**config.mk**
```make
export PLATFORM = sky130hd
export DESIGN_NAME = memoria_dupla_limpavel_flat
export DESIGN_NICKNAME = d
export VERILOG_FILES = /design/src/rtl/memoria_dupla_limpavel_if.sv /design/src/rtl/memoria_dupla_limpavel.sv /design/src/flat_wrapper.sv
export SDC_FILE = /design/constraint.sdc
export NUM_CORES = 1
export LEC_CHECK = 0
export CAP_MARGIN = 20
export CELL_PAD_IN_SITES_DETAIL_PLACEMENT = 0
export CELL_PAD_IN_SITES_GLOBAL_PLACEMENT = 1
export CORE_MARGIN = 10
export CORE_UTILIZATION = 39
export CTS_CLUSTER_SIZE = 30
export DETAILED_ROUTE_END_ITERATION = 8
export GPL_TIMING_DRIVEN = 0
export PLACE_DENSITY_LB_ADDON = 0.1
export SLEW_MARGIN = 10
export SYNTH_ARGS = -nofsm -noshare
export SYNTH_HDL_FRONTEND = slang
export SYNTH_SLANG_ARGS = --single-unit
```
**constraint.sdc**
```tcl
create_clock -name clk_2 -period 4.69 [get_ports clk_2]
set_clock_uncertainty 0.1 [all_clocks]
set_input_delay 0.469 -clock clk_2 [delete_from_list [all_inputs] [get_ports clk_2]]
set_output_delay 0.469 -clock clk_2 [all_outputs]
set_load 0.05 [all_outputs]
```
**src/rtl/memoria_dupla_limpavel_if.sv**
```systemverilog
// Bus bundle for memoria_dupla_limpavel: write port, dual read port,
// clear request and status outputs. Clock and reset stay outside.
interface memoria_dupla_limpavel_if #(
    parameter int unsigned NBITS_DADOS = 4,
    parameter int unsigned NBITS_END   = 2
);
    logic                   we;
    logic [NBITS_END-1:0]   waddr;
    logic [NBITS_DADOS-1:0] wdata;
    logic                   re;
    logic [NBITS_END-1:0]   raddr_a;
    logic [NBITS_END-1:0]   raddr_b;
    logic                   clr;
    logic [NBITS_DADOS-1:0] rdata_a;
    logic [NBITS_DADOS-1:0] rdata_b;
    logic                   rvalid;
    logic                   busy;
    logic                   clr_done;

    modport master (
        output we, waddr, wdata, re, raddr_a, raddr_b, clr,
        input  rdata_a, rdata_b, rvalid, busy, clr_done
    );

    modport slave (
        input  we, waddr, wdata, re, raddr_a, raddr_b, clr,
        output rdata_a, rdata_b, rvalid, busy, clr_done
    );
endinterface

```
**src/rtl/memoria_dupla_limpavel.sv**
```systemverilog
// Synchronous RAM with one write port, two registered read ports sharing
// one read enable, and a clear engine that sweeps every word to CLR_VALUE
// after reset release and whenever a clear is requested while idle.
module memoria_dupla_limpavel #(
    parameter int unsigned            NBITS_DADOS = 4,
    parameter int unsigned            NBITS_END   = 2,
    parameter logic [NBITS_DADOS-1:0] CLR_VALUE   = '0
) (
    input  logic                     clk_2,
    input  logic                     reset_n,
    memoria_dupla_limpavel_if.slave  bus
);
    localparam int unsigned          DEPTH = 2**NBITS_END;
    localparam logic [NBITS_END-1:0] LAST  = NBITS_END'(DEPTH - 1);

    typedef enum logic {
        OCIOSO,
        LIMPA
    } estado_t;

    estado_t                r_estado;
    logic [NBITS_END-1:0]   r_ptr;
    logic [NBITS_DADOS-1:0] r_mem [DEPTH];
    logic [NBITS_DADOS-1:0] r_rdata_a;
    logic [NBITS_DADOS-1:0] r_rdata_b;
    logic                   r_rvalid;
    logic                   r_busy;
    logic                   r_clr_done;

    logic                   w_mem_we;
    logic [NBITS_END-1:0]   w_mem_addr;
    logic [NBITS_DADOS-1:0] w_mem_data;

    // Single write port shared by the sweep and the user; held off during
    // reset so the array is only initialised by the sweep that follows.
    always_comb begin
        w_mem_we   = 1'b0;
        w_mem_addr = bus.waddr;
        w_mem_data = bus.wdata;
        if (r_estado == LIMPA) begin
            w_mem_we   = reset_n;
            w_mem_addr = r_ptr;
            w_mem_data = CLR_VALUE;
        end else if (!bus.clr && bus.we) begin
            w_mem_we   = reset_n;
        end
    end

    // Storage array; no reset, contents come from the clear sweep.
    always_ff @(posedge clk_2) begin
        if (w_mem_we) begin
            r_mem[w_mem_addr] <= w_mem_data;
        end
    end

    // Control FSM with registered read data and status; reads sample the
    // array before this edge's write lands, giving read-first behaviour.
    always_ff @(posedge clk_2 or negedge reset_n) begin
        if (!reset_n) begin
            r_estado   <= LIMPA;
            r_ptr      <= '0;
            r_busy     <= 1'b1;
            r_rdata_a  <= '0;
            r_rdata_b  <= '0;
            r_rvalid   <= 1'b0;
            r_clr_done <= 1'b0;
        end else begin
            case (r_estado)
                LIMPA: begin
                    r_rvalid <= 1'b0;
                    r_ptr    <= r_ptr + 1'b1;
                    if (r_ptr == LAST) begin
                        r_estado   <= OCIOSO;
                        r_busy     <= 1'b0;
                        r_clr_done <= 1'b1;
                    end else begin
                        r_clr_done <= 1'b0;
                    end
                end
                default: begin
                    r_clr_done <= 1'b0;
                    r_rvalid   <= bus.re;
                    if (bus.re) begin
                        r_rdata_a <= r_mem[bus.raddr_a];
                        r_rdata_b <= r_mem[bus.raddr_b];
                    end
                    if (bus.clr) begin
                        r_estado <= LIMPA;
                        r_ptr    <= '0;
                        r_busy   <= 1'b1;
                    end
                end
            endcase
        end
    end

    assign bus.rdata_a  = r_rdata_a;
    assign bus.rdata_b  = r_rdata_b;
    assign bus.rvalid   = r_rvalid;
    assign bus.busy     = r_busy;
    assign bus.clr_done = r_clr_done;
endmodule
```
**src/flat_wrapper.sv**
```systemverilog
// flat-port wrapper written by rule: the top's interface ports become plain ports
module memoria_dupla_limpavel_flat 
#(
    parameter int unsigned            NBITS_DADOS = 4,
    parameter int unsigned            NBITS_END   = 2,
    parameter logic [NBITS_DADOS-1:0] CLR_VALUE   = '0
)
  (clk_2, reset_n, bus_we, bus_waddr, bus_wdata, bus_re, bus_raddr_a, bus_raddr_b, bus_clr, bus_rdata_a, bus_rdata_b, bus_rvalid, bus_busy, bus_clr_done);
  memoria_dupla_limpavel_if #(.NBITS_DADOS(NBITS_DADOS), .NBITS_END(NBITS_END)) bus_i ();
  input  logic clk_2;
  input  logic reset_n;
  input wire logic [$bits(bus_i.we)-1:0] bus_we;
  input wire logic [$bits(bus_i.waddr)-1:0] bus_waddr;
  input wire logic [$bits(bus_i.wdata)-1:0] bus_wdata;
  input wire logic [$bits(bus_i.re)-1:0] bus_re;
  input wire logic [$bits(bus_i.raddr_a)-1:0] bus_raddr_a;
  input wire logic [$bits(bus_i.raddr_b)-1:0] bus_raddr_b;
  input wire logic [$bits(bus_i.clr)-1:0] bus_clr;
  output wire logic [$bits(bus_i.rdata_a)-1:0] bus_rdata_a;
  output wire logic [$bits(bus_i.rdata_b)-1:0] bus_rdata_b;
  output wire logic [$bits(bus_i.rvalid)-1:0] bus_rvalid;
  output wire logic [$bits(bus_i.busy)-1:0] bus_busy;
  output wire logic [$bits(bus_i.clr_done)-1:0] bus_clr_done;
  assign bus_i.we = bus_we;
  assign bus_i.waddr = bus_waddr;
  assign bus_i.wdata = bus_wdata;
  assign bus_i.re = bus_re;
  assign bus_i.raddr_a = bus_raddr_a;
  assign bus_i.raddr_b = bus_raddr_b;
  assign bus_i.clr = bus_clr;
  assign bus_rdata_a = bus_i.rdata_a;
  assign bus_rdata_b = bus_i.rdata_b;
  assign bus_rvalid = bus_i.rvalid;
  assign bus_busy = bus_i.busy;
  assign bus_clr_done = bus_i.clr_done;
  memoria_dupla_limpavel #(.NBITS_DADOS(NBITS_DADOS), .NBITS_END(NBITS_END), .CLR_VALUE(CLR_VALUE)) u_core (.clk_2(clk_2), .reset_n(reset_n), .bus(bus_i));
endmodule
```
[Word-level counts from Yosys, hierarchy flattened]
Memories as Yosys holds them, arrays and structs flattened. A register that Yosys moved wholly into a read port is not among the register bits.
Cells that the tools add are included.
Operators by class
  $add $sub $neg: 1
  multiply operators: 0
  div/mod/pow operators: 0
  order comparisons: 0
  equal/unequal tests: 2
  shifts and indexed selects: 0
  mux-type cells: 17
  bitwise logic cells: 1
  reduce and logical (&&, ||, !) cells: 7
Operators with widths (number)
  1-bit 2-to-1 mux: 13
  2-bit 2-to-1 mux: 3
  4-bit 2-to-1 mux: 1
  2-bit AND reduction: 2
  1-bit zero test: 3
  2-bit by 1-bit adder with 2-bit output (second input constant): 1
  2-bit equality test (second input constant): 1
  2-bit != test (second input constant): 1
  2-bit nonzero test: 1
  1-bit logical AND: 1
  1-bit NOT: 1
Storage, ports and cells
  flip-flop bits (word level): 6
  latch bits: 0
  RAM bits: 16
  memory bits (read-only): 0
  input port bits: 15
  output and inout port bits: 11
  word-level logic and storage cells: 34
  memories kept: 1
Memories
  u_core.r_mem: words 4, width 4, read ports 2, clocked after Yosys merged registers in 2, wr ports 1, RTL line memoria_dupla_limpavel.sv:23  | logic [NBITS_DADOS-1:0] r_mem [DEPTH];

[Depth between registers and ports, before layout]
Gate-level depths: netlist of the first run.
  word-level depth: 6
  mapped depth: 4
  gate-level depth less buffers: 3

[Worst setup path after synthesis of the first run]
No wires, ideal clock.
  kind: flip-flop to flip-flop
  from: register u_core.r_estado
  to: memory u_core.r_mem[0][0] (enable)
  setup time: 372 ps
  data arrival time: 1451 ps
  data required time: 4218 ps
  slack: 2767 ps
  cell stages (with the launch flop): 4
  buffers on the path: 1
  period minus slack after synthesis: 1923 ps
  path through: dfstp_2 -> buf_6 -> or4b_4 -> a211oi_1
On the way
  longest elaborated chain between the ends: 3
  elaborated cells between the ends (all ways): 4
  those cells by class: mux: 4
Ends and longest elaborated chain
  start: declaration: RTL line memoria_dupla_limpavel.sv:21  | estado_t r_estado;
  start signal: assignment: RTL line memoria_dupla_limpavel.sv:60  | r_estado <= LIMPA;
  start signal: assignment: RTL line memoria_dupla_limpavel.sv:73  | r_estado <= OCIOSO;
  start signal: assignment: RTL line memoria_dupla_limpavel.sv:88  | r_estado <= LIMPA;
  1-bit 2-to-1 mux: RTL line memoria_dupla_limpavel.sv:40  | if (r_estado == LIMPA) begin
  1-bit 2-to-1 mux: RTL line memoria_dupla_limpavel.sv:51  | if (w_mem_we) begin
  1-bit 2-to-1 mux (not written as such): RTL line memoria_dupla_limpavel.sv:52  | r_mem[w_mem_addr] <= w_mem_data;
  end: declaration: RTL line memoria_dupla_limpavel.sv:23
Several ways; a longest one is shown, not always the timed one.

[Final worst setup path of the first run]
  from: input reset_n
  to: memory u_core.r_mem[0][2] (enable)
On the way
  longest elaborated chain between the ends: 4
Ends and longest elaborated chain
  start: declaration: RTL line flat_wrapper.sv:11  | input logic reset_n;
  1-bit 2-to-1 mux: RTL line memoria_dupla_limpavel.sv:44  | end else if (!bus.clr && bus.we) begin
  1-bit 2-to-1 mux (*): RTL line memoria_dupla_limpavel.sv:40
  1-bit 2-to-1 mux (*): RTL line memoria_dupla_limpavel.sv:51
  1-bit 2-to-1 mux (not written as such) (*): RTL line memoria_dupla_limpavel.sv:52
Every way passes the cells marked *; elsewhere a longest branch is shown, timed or not.

==> results of run 1 <==
-- cells by family (layout without fill, tap and decap cells) --
logic type / count (synthesis) / after routing / share of synthesized area [%]
flops: 30 / 30 / 63.3
mux: 19 / 19 / 22.9
simple gates: 16 / 16 / 7.60
compound gates: 6 / 6 / 3.14
buf+inv: 5 / 38 / 2.09
fa+ha+maj: 1 / 1 / 0.950
-- layout make-up --
type,instances,area [sq um],share of cell area (%)
inverters,2,7.51,0.447
clock inverters,3,16.3,0.969
repair buffers,25,250,14.9
flip-flops and latches,30,833,49.7
well taps,46,57.6,3.43
clock buffers,5,37.5,2.24
plain buffers,3,20.0,1.19
multi-input cells,42,455,27.1
-- metrics by stage --
step	instances	util, %
floorplan	77	-
global placement	148	49.1
detailed placement	148	49.1
CTS	156	50.7
global route	156	50.7
finish	156	50.7
-- report_power, final --
group | internal, mW | switching [mW] | leakage, nW
Clock | 0.0556 | 0.0855 | 0.0286
Combinational | 0.183 | 0.269 | 0.272
Sequential | 0.381 | 0.0417 | 0.318
-- flip-flops by register name (all words and copies together), names as in the netlist --
register	count
u_core.r_ptr	2
u_core.bus.busy	1
u_core.bus.rvalid	1
u_core.bus.rdata_b	4
u_core.r_estado	1
u_core.bus.rdata_a	4
u_core.bus.clr_done	1
u_core.r_mem	16
-- cells in the final DEF, fill, tap and decap left out, types with 2 or more instances in the layout --
cell / instances
a211oi_1: 4
clkbuf_4: 5
clkdlybuf4s50_1: 25
dfrtp_1: 12
dfstp_2: 2
edfxtp_1: 16
inv_1: 2
mux2_2: 9
mux2i_1: 2
mux4_2: 8
nand2_1: 2
nand2b_1: 3
nor2_1: 3
nor2b_1: 5
-- worst max path at each step --
stage                              startpoint                            to  slack [ns]  cells after the start
global placement                      reset_n  u_core.r_mem[0][0]$_DFFE_PP_        1.94                      3
CTS                                   reset_n  u_core.r_mem[0][0]$_DFFE_PP_        2.23                      3
global route                          reset_n  u_core.r_mem[0][1]$_DFFE_PP_        2.08                      3
finish                                reset_n  u_core.r_mem[0][2]$_DFFE_PP_        2.30                      3
detailed placement                    reset_n  u_core.r_mem[0][1]$_DFFE_PP_        1.88                      3
floorplan           u_core.r_estado$_DFF_PN1_  u_core.r_mem[0][0]$_DFFE_PP_        2.77                      3
-- cell usage after synthesis --
| cell | number | area (sq um) |
|---|---|---|
| a211oi_1 | 4 | 30.0 |
| and2_1 | 1 | 6.26 |
| buf_2 | 1 | 5.00 |
| buf_6 | 1 | 11.3 |
| clkbuf_1 | 1 | 3.75 |
| dfrtp_1 | 12 | 300 |
| dfstp_2 | 2 | 52.6 |
| edfxtp_1 | 16 | 480 |
| ha_1 | 1 | 12.5 |
| inv_1 | 2 | 7.51 |
| mux2_2 | 9 | 101 |
| mux2i_1 | 2 | 20.0 |
| mux4_2 | 8 | 180 |
| nand2_1 | 2 | 7.51 |
| nand2b_1 | 3 | 18.8 |
| nand4bb_1 | 1 | 11.3 |
| nor2_1 | 3 | 11.3 |
| nor2b_1 | 5 | 31.3 |
| o21ai_0 | 1 | 5.00 |
| o22ai_1 | 1 | 6.26 |
| or4b_4 | 1 | 13.8 |
-- worst max-delay path: stages --
cell and delay (ns):
clkdlybuf4s50_1 0.91, inv_1 0.19, a211oi_1 0.68
-- routing by layer --
metal  vias to the layer above  share of wire [%]
met5                         -                  0
li1                        361                  -
met1                       359                 40
met2                        26                 50
met3                         4                8.7
met4                         0                1.3
==> summary.md, run 1 <==
| Metric | Value |
|---|---|
| Status | finished, final reports clean |
| Power Total | 1.02 mW |
| DR WL/cell | about 14 um |
| Met2 usage | 12.8% |
| Clk slew on worst S/H paths | about 0.10 ns |
| Busiest layer in global routing | met2 |
| Antenna violations before repair | 0 |
| R2r startpoint | u_core.r_estado$_DFF_PN1_ |
| IO Pins | 26 |
| GRT Util Overall | 8.02% |
| Clock Latency Late Sink | 0.32 ns |
| CTS tree | built |
| Clock tree buffer depth | 2 |
| Root buffer cell | clkbuf_4 |
| Vias in the first global route | 854 |
| Met3 usage | 4.78% |
| Largest net degree at the start of global routing | 16 |
| Yosys reg bits | 30 |
| # setup viols final | 0 |
| Leak | 0.618 nW |
| Final hold vios | 0 |
| Ratio of final minimum period to clock period | a little over 50% |
| CTS Hold Bufs | 0 |
| Inserted Clock Buffers | 5 |
| Drt drc | 0 |
| Register-to-Register Path Depth | 4 |
| HP Class | reg -> reg |
| Resize count post-CTS | 0 |
| Crit Path Max Fanout | 15 |
| Global Route met1 Usage | 8.47% |
| Setup bufs post-CTS | 0 |
| DR vias/cell | 4.81 |
| Die ar. | 6100 sq um |
| Final worst setup slack | 2.30 ns |
| First-pass iteration count of the detailed router | 4 |
| Critical Path AT | 2.25 ns |
| Slew HR | 49.9% |
| Sequential area share after synthesis | 63.3% |
| Final WL | 2260 um |
| WHS Endpoint | u_core.bus.busy$_DFFE_PN1P_ |
| Actual slew at the worst max-slew pin | 0.748 ns |
| Final instance area | about 1700 sq um |
| Fmax | approximately 420 MHz |
| Warnings from Yosys | 0 |
| Unique masters post-synth | 21 |
| FP Rows | 21 |
| Die Span X | 78.1 um |
| Core box area | 3310 sq um |
| Max IR drop VDD | 0.000274 V |
| Critical path class | in -> reg |
| Layout fillers | 316 |
| Setup TNS | 0 ns |
| Gr ovfl total | 0 |
| RePlAce Congestion | 0.711 |
| DP Worst Slack | about 1.9 ns |
| Fin Hold WS | 0.401 ns |
| P&R area growth vs syn | 27.5% |
| Hold wc startpoint | u_core.bus.busy$_DFFE_PN1P_ |
| Die Ht | 78.1 um |
| Cells after Synth | 77 |
| First-pass GRT wire length | around 3900 um |
| IO Port Bufs | 25 |
| RSZ-0062 raised after global routing | false |
| Vias | 750 |
| Flop-to-flop setup slack | 2.51 ns |
| Final ANT Viol Nets | 0 |
| CP Capture Type | flip-flop |
| DP HPWL | approximately 1800 um |
| Netlist Area Pre-Place | 1320 sq um |
| Period minus WS final | around 2.4 ns |
| Total nets after synthesis | 93 |
| Final Max Tran Viols | 0 |
| Startpoint Class | input port |
| H-Tree Level Count | 2 |
| WHS Path Cells | 2 |
| Initial drt markers | 27 |
| Dpl cell area | 1620 sq um |
| Clock sinks | 30 |
| Layout cells sized above 1 | 26.4% |
| Max-cap violations | 0 |
| Nets@finish | approximately 130 |
| Power Dens Cells | between 600 and 700 nW/um^2 |
| Syn avg cell area | around 17 sq um |
| Reg2reg end | u_core.r_mem[3][2]$_DFFE_PP_ |
| Diode count | 0 |
| Starting Density | 39.8% |
| Req. time, crit path | 4.54 ns |
Note: power is estimated with default switching activity, not from simulation.
==> run 2: changes to the inputs <==
clock period = 2.4 ns   (was 4.69 ns; I/O delays follow)
==> results of run 2 <==
Same layout as run 1 (identical final DEF). Status: finished, final reports clean.
Among the figures that moved: setup slack after placement 1.88 ns -> -0.181 ns; setup slack after layout 2.30 ns -> 0.217 ns; hold slack 0.401 ns -> 0.222 ns; start point of the critical path reset_n -> u_core.r_estado$_DFF_PN1_; end point of the critical path u_core.r_mem[0][2]$_DFFE_PP_ -> u_core.r_mem[3][2]$_DFFE_PP_; register-to-register setup slack 2.51 ns -> 0.22 ns; total power 1.02 mW -> 1.99 mW; worst IR drop on VDD 0.000274 V -> 0.000535 V
